==> src/rtl/time_report_tx.sv <==
// Streams a snapshot of a 24-bit {hour,min,sec,hundredths} time as "HH:MM:SS.CC"
// (plus optional CR LF) into a byte-wide UART transmitter, one status line per request.
module time_report_tx #(
    parameter int CRLF_EN = 1
) (
    input  logic        clk,
    input  logic        rst,
    input  logic        i_req,
    input  logic [23:0] i_time,
    input  logic        i_tx_busy,
    output logic        o_tx_start,
    output logic [7:0]  o_tx_data,
    output logic        o_busy,
    output logic        o_done
);

    typedef enum logic [1:0] {IDLE, SEND, WAIT_ACK, WAIT_DONE} state_t;

    localparam logic [3:0] LAST = (CRLF_EN != 0) ? 4'd12 : 4'd10;

    state_t      state;
    logic [3:0]  idx;
    logic        pending;
    logic [23:0] snap;
    logic [7:0]  cur_byte;

    // Fields above 99 (only hundredths can get there) print as 99.
    function automatic logic [7:0] digit(input logic [6:0] v, input logic tens);
        logic [6:0] c;
        logic [6:0] d;
        c = (v > 7'd99) ? 7'd99 : v;
        d = tens ? (c / 7'd10) : (c % 7'd10);
        return 8'h30 + {1'b0, d};
    endfunction

    always_comb begin
        cur_byte = 8'h00;
        case (idx)
            4'd0:    cur_byte = digit({2'b00, snap[23:19]}, 1'b1);
            4'd1:    cur_byte = digit({2'b00, snap[23:19]}, 1'b0);
            4'd2:    cur_byte = 8'h3A;
            4'd3:    cur_byte = digit({1'b0, snap[18:13]}, 1'b1);
            4'd4:    cur_byte = digit({1'b0, snap[18:13]}, 1'b0);
            4'd5:    cur_byte = 8'h3A;
            4'd6:    cur_byte = digit({1'b0, snap[12:7]}, 1'b1);
            4'd7:    cur_byte = digit({1'b0, snap[12:7]}, 1'b0);
            4'd8:    cur_byte = 8'h2E;
            4'd9:    cur_byte = digit(snap[6:0], 1'b1);
            4'd10:   cur_byte = digit(snap[6:0], 1'b0);
            4'd11:   cur_byte = 8'h0D;
            4'd12:   cur_byte = 8'h0A;
            default: cur_byte = 8'h00;
        endcase
    end

    always_ff @(posedge clk) begin
        if (!rst) begin
            state      <= IDLE;
            idx        <= 4'd0;
            pending    <= 1'b0;
            snap       <= 24'd0;
            o_tx_start <= 1'b0;
            o_tx_data  <= 8'h00;
            o_busy     <= 1'b0;
            o_done     <= 1'b0;
        end else begin
            o_tx_start <= 1'b0;
            o_done     <= 1'b0;
            if (state != IDLE && i_req)
                pending <= 1'b1;
            case (state)
                IDLE: begin
                    if (i_req) begin
                        snap   <= i_time;
                        idx    <= 4'd0;
                        o_busy <= 1'b1;
                        state  <= SEND;
                    end
                end
                SEND: begin
                    if (!i_tx_busy) begin
                        o_tx_start <= 1'b1;
                        o_tx_data  <= cur_byte;
                        state      <= WAIT_ACK;
                    end
                end
                WAIT_ACK: begin
                    if (i_tx_busy)
                        state <= WAIT_DONE;
                end
                WAIT_DONE: begin
                    if (!i_tx_busy) begin
                        if (idx == LAST) begin
                            o_done <= 1'b1;
                            // A request landing on this very edge is treated as pending.
                            if (pending || i_req) begin
                                pending <= 1'b0;
                                snap    <= i_time;
                                idx     <= 4'd0;
                                state   <= SEND;
                            end else begin
                                o_busy <= 1'b0;
                                state  <= IDLE;
                            end
                        end else begin
                            idx   <= idx + 4'd1;
                            state <= SEND;
                        end
                    end
                end
                default: state <= IDLE;
            endcase
        end
    end

endmodule

==> config.mk <==
export PLATFORM = sky130hd
export DESIGN_NAME = time_report_tx
export DESIGN_NICKNAME = d
export VERILOG_FILES = /design/src/rtl/time_report_tx.sv
export SDC_FILE = /design/constraint.sdc
export NUM_CORES = 1
export LEC_CHECK = 0
export ABC_AREA = 1
export CAP_MARGIN = 15
export CORE_AREA = 2 2 94 96
export DETAILED_ROUTE_END_ITERATION = 12
export DIE_AREA = 0 0 96 98
export MAX_ROUTING_LAYER = met4
export SLEW_MARGIN = 20
export SYNTH_ARGS = -nofsm -noshare
export SYNTH_HDL_FRONTEND = slang
export SYNTH_SLANG_ARGS = --single-unit
export TNS_END_PERCENT = 30
==> constraint.sdc <==
create_clock -name clk -period 3.97 [get_ports clk]
set_clock_uncertainty 0.1 [all_clocks]
set_input_delay 0.397 -clock clk [delete_from_list [all_inputs] [get_ports clk]]
set_output_delay 0.397 -clock clk [all_outputs]
set_load 0.1 [all_outputs]
==> impl_metrics.py <==
metrics = {
    "global_route": {
        "grt_pass1_wl_um": 13300,
        "grt_max_degree": 45,
        "grt_pass1_vias": 3024,
        "antenna_found_initial": 0,
        "grt.total_usage": 0.181,
        "grt_overflow": 0,
    },
    "floorplanning": {
        "num_rows": 34,
        "die-width_um": 96,
        "core_mm2": 0.00847,
        "ios": 39,
        "dieArea_mm2": 0.00941,
        "die_h_um": 98,
        "start_util": 0.385,
    },
    "clock_tree": {
        "cts_buffers": 5,
        "cts.clk_slew.worst_paths_ns": 0.08,
        "clockBufferDepth": 2,
        "clk_latency_ns": 0.30,
        "holdBufCountCts": 0,
        "root_buffer": "clkbuf_8",
        "cts_max_level": 2,
        "cts_tree": "done",
        "clock_sinks": 42,
    },
    "synthesis": {
        "synth_cell_type_count": 40,
        "synth_nets": 546,
        "netlist_instances": 499,
        "synth_area_per_cell_um2": 6.53,
        "ys_seq_area_frac": 0.258,
        "ys_ff_latch": 42,
        "syn_area_mm2": 0.00326,
        "yosysWarnings": 0,
    },
    "run_status": {
        "status": "completed",
    },
    "place": {
        "portBuffers": 38,
        "hpwl_um": 6200,
        "dpl-instance-area_mm2": 0.00376,
        "dpl.cell_count": 639,
        "finalWeightedCongestion": 0.896,
        "pre_cts_ws_ns": 0.103,
    },
    "timing": {
        "finalHoldViolCount": 0,
        "fmax_mhz": 279,
        "hold_slack_ns": 0.365,
        "worst_slack_ns": 0.386,
        "worst_slew_pin_slew_ns": 0.968,
        "slew_headroom": 0.352,
        "finalCriticalPeriod_ns": 3.58,
        "tns_ns": 0,
        "min_period_over_period": 0.903,
        "slew_viol_final": 0,
        "rsz0062_at_grt": "false",
        "setup_viol": 0,
    },
    "cells_and_area": {
        "area_growth_pct": 20.5,
        "drive_gt1_frac": 0.118,
        "multiInputGateArea_mm2": 0.00210,
        "stdcell_area_mm2": 0.00393,
        "final_cells": 650,
        "area.sequential_um2": 846,
        "fin_nets": 588,
        "n_fill_cell": 883,
        "antennaDiodeCount": 0,
    },
    "setup_path": {
        "end_kind": "flop",
        "critPathMaxStageDelay_ns": 0.39,
        "cp.arrival_ns": 3.72,
        "start_kind": "flop",
        "worst-path-max-fanout": 5,
        "required_ns": 4.11,
        "crit_path_top_delay_cell": "dfxtp_4",
        "path_class": "reg2reg",
    },
    "power_and_ir_drop": {
        "peakVddDrop_v": 0.000335,
        "power_density_mw_per_mm2": 910,
        "cellLeakagePower_nw": 1.75,
    },
    "detailed_routing": {
        "routed_wirelength_um": 7900,
        "vias_per_cell": 5.06,
        "ant_nets": 0,
        "drt_first_pass_iters": 6,
        "wire_per_inst_um": 12.2,
        "drc": 0,
        "drtIter0Drc": 158,
        "routed-via-count": 3290,
    },
    "worst_hold_path": {
        "min_path_type": "reg2reg",
    },
    "run": {
        "drv_cap": 0,
    },
}
logic make-up (layout without fill, tap and decap cells):
kind of cell,count (synthesis),count (layout),synth area share
compound gates,119,119,0.215
xor+xnor,8,8,0.0215
fa+ha+maj,19,19,0.0730
buf+inv,93,136,0.107
flops,42,42,0.258
simple gates,218,218,0.326
area by class of cell:
cell class,count,area share
multi-input combinational,364,0.535
sequential,42,0.215
timing repair buffer,43,0.106
inverter,85,0.0812
tap,108,0.0344
clock buffer,6,0.0185
clock inverter,2,0.00956
cells in the mapped netlist:
cell type / number / area, µm²
a211oi_1: 2 / 15.0
a22oi_1: 3 / 22.5
a31o_2: 2 / 17.5
inv_1: 77 / 289
a21oi_1: 46 / 230
nand2_1: 92 / 345
nand2_4: 4 / 45.0
nand3b_1: 4 / 30.0
o21ai_2: 6 / 52.6
o211ai_1: 3 / 22.5
o2111ai_1: 3 / 26.3
o31ai_4: 1 / 21.3
nand2b_1: 1 / 6.26
a31oi_1: 1 / 6.26
nand4_2: 1 / 12.5
nand3_4: 2 / 35.0
o22ai_1: 2 / 12.5
inv_2: 5 / 18.8
nor3_1: 2 / 10.0
nand4_1: 13 / 81.3
a21oi_2: 3 / 26.3
nand2_2: 13 / 81.3
a311oi_1: 1 / 8.76
or2_1: 1 / 6.26
o21a_2: 1 / 8.76
dfxtp_1: 42 / 841
nor3_2: 1 / 10.0
o21ai_1: 1 / 5.00
a221oi_1: 1 / 8.76
o21ai_0: 43 / 215
nand3_2: 6 / 60.1
nand3_1: 26 / 130
xor2_1: 8 / 70.1
clkinv_1: 3 / 11.3
or2_2: 2 / 12.5
nor2_2: 1 / 6.26
ha_1: 19 / 238
clkbuf_1: 8 / 30.0
nor4_1: 2 / 12.5
nor2_1: 47 / 176
worst paths after layout:
path,from,to,slack (ns),cells after the start
setup / recovery,snap[6]$_SDFFE_PN0P_,o_tx_data[7]$_SDFFE_PN0P_,0.39,25
hold / removal,o_tx_data[2]$_SDFFE_PN0P_,o_tx_data[2]$_SDFFE_PN0P_,0.36,2
setup reg to reg,snap[6]$_SDFFE_PN0P_,o_tx_data[7]$_SDFFE_PN0P_,0.39,25
hold reg to reg,o_tx_data[2]$_SDFFE_PN0P_,o_tx_data[2]$_SDFFE_PN0P_,0.36,2
flip-flops by register name, indices dropped and copies added, names as in the netlist:
| name | cells |
|---|---|
| o_tx_data | 8 |
| snap | 24 |
| o_busy | 1 |
| idx | 4 |
| o_done | 1 |
| o_tx_start | 1 |
| state | 2 |
| pending | 1 |
worst max-delay path, delay by kind of cell, from the launching register on:
kind / cells / cell delay [ns]
simple gates: 16 / 1.98
fa+ha+maj: 3 / 0.53
flops: 1 / 0.39
compound gates: 3 / 0.35
buf+inv: 3 / 0.18
what timing repair did:
| item | in CTS | in global routing |
|---|---|---|
| gates resized for setup | 0 | 9 |
| setup buffers | 0 | 3 |
| setup endpoints to repair | 0 | 8 |
per-stage QoR:
stage / total power [W] / util
2_1_floorplan: 0.00261 / -
3_3_place_gp: 0.00305 / 0.444
3_5_place_dp: 0.00310 / 0.444
4_1_cts: 0.00346 / 0.457
5_1_grt: 0.00396 / 0.464
6_report: 0.00357 / 0.464
where the power goes:
group | switching [W] | internal (W)
sequential | 0.000103 | 0.000557
clock | 0.000156 | 0.000188
combinational | 0.00170 | 0.000868
total | 0.00196 | 0.00161
layout by cell type (no fill, tap or decap), drive strengths merged, types with 4 or more instances in the layout:
cell	count
inv	82
buf	5
o21ai	50
dfxtp	42
nand4	14
a21oi	49
nand3	34
clkbuf	6
nand2	109
xor2	8
nand3b	4
ha	19
clkdlybuf4s50	38
nor2	48
metal layers:
layer  vias up  track usage  wire length [µm]
met5         -            -                 0
met4         0       0.0670               208
met3        14       0.0285               293
met2        78        0.284              3690
met1      1470        0.232              3710
li1       1728            -                 -
(Power assumes the default switching activity.)
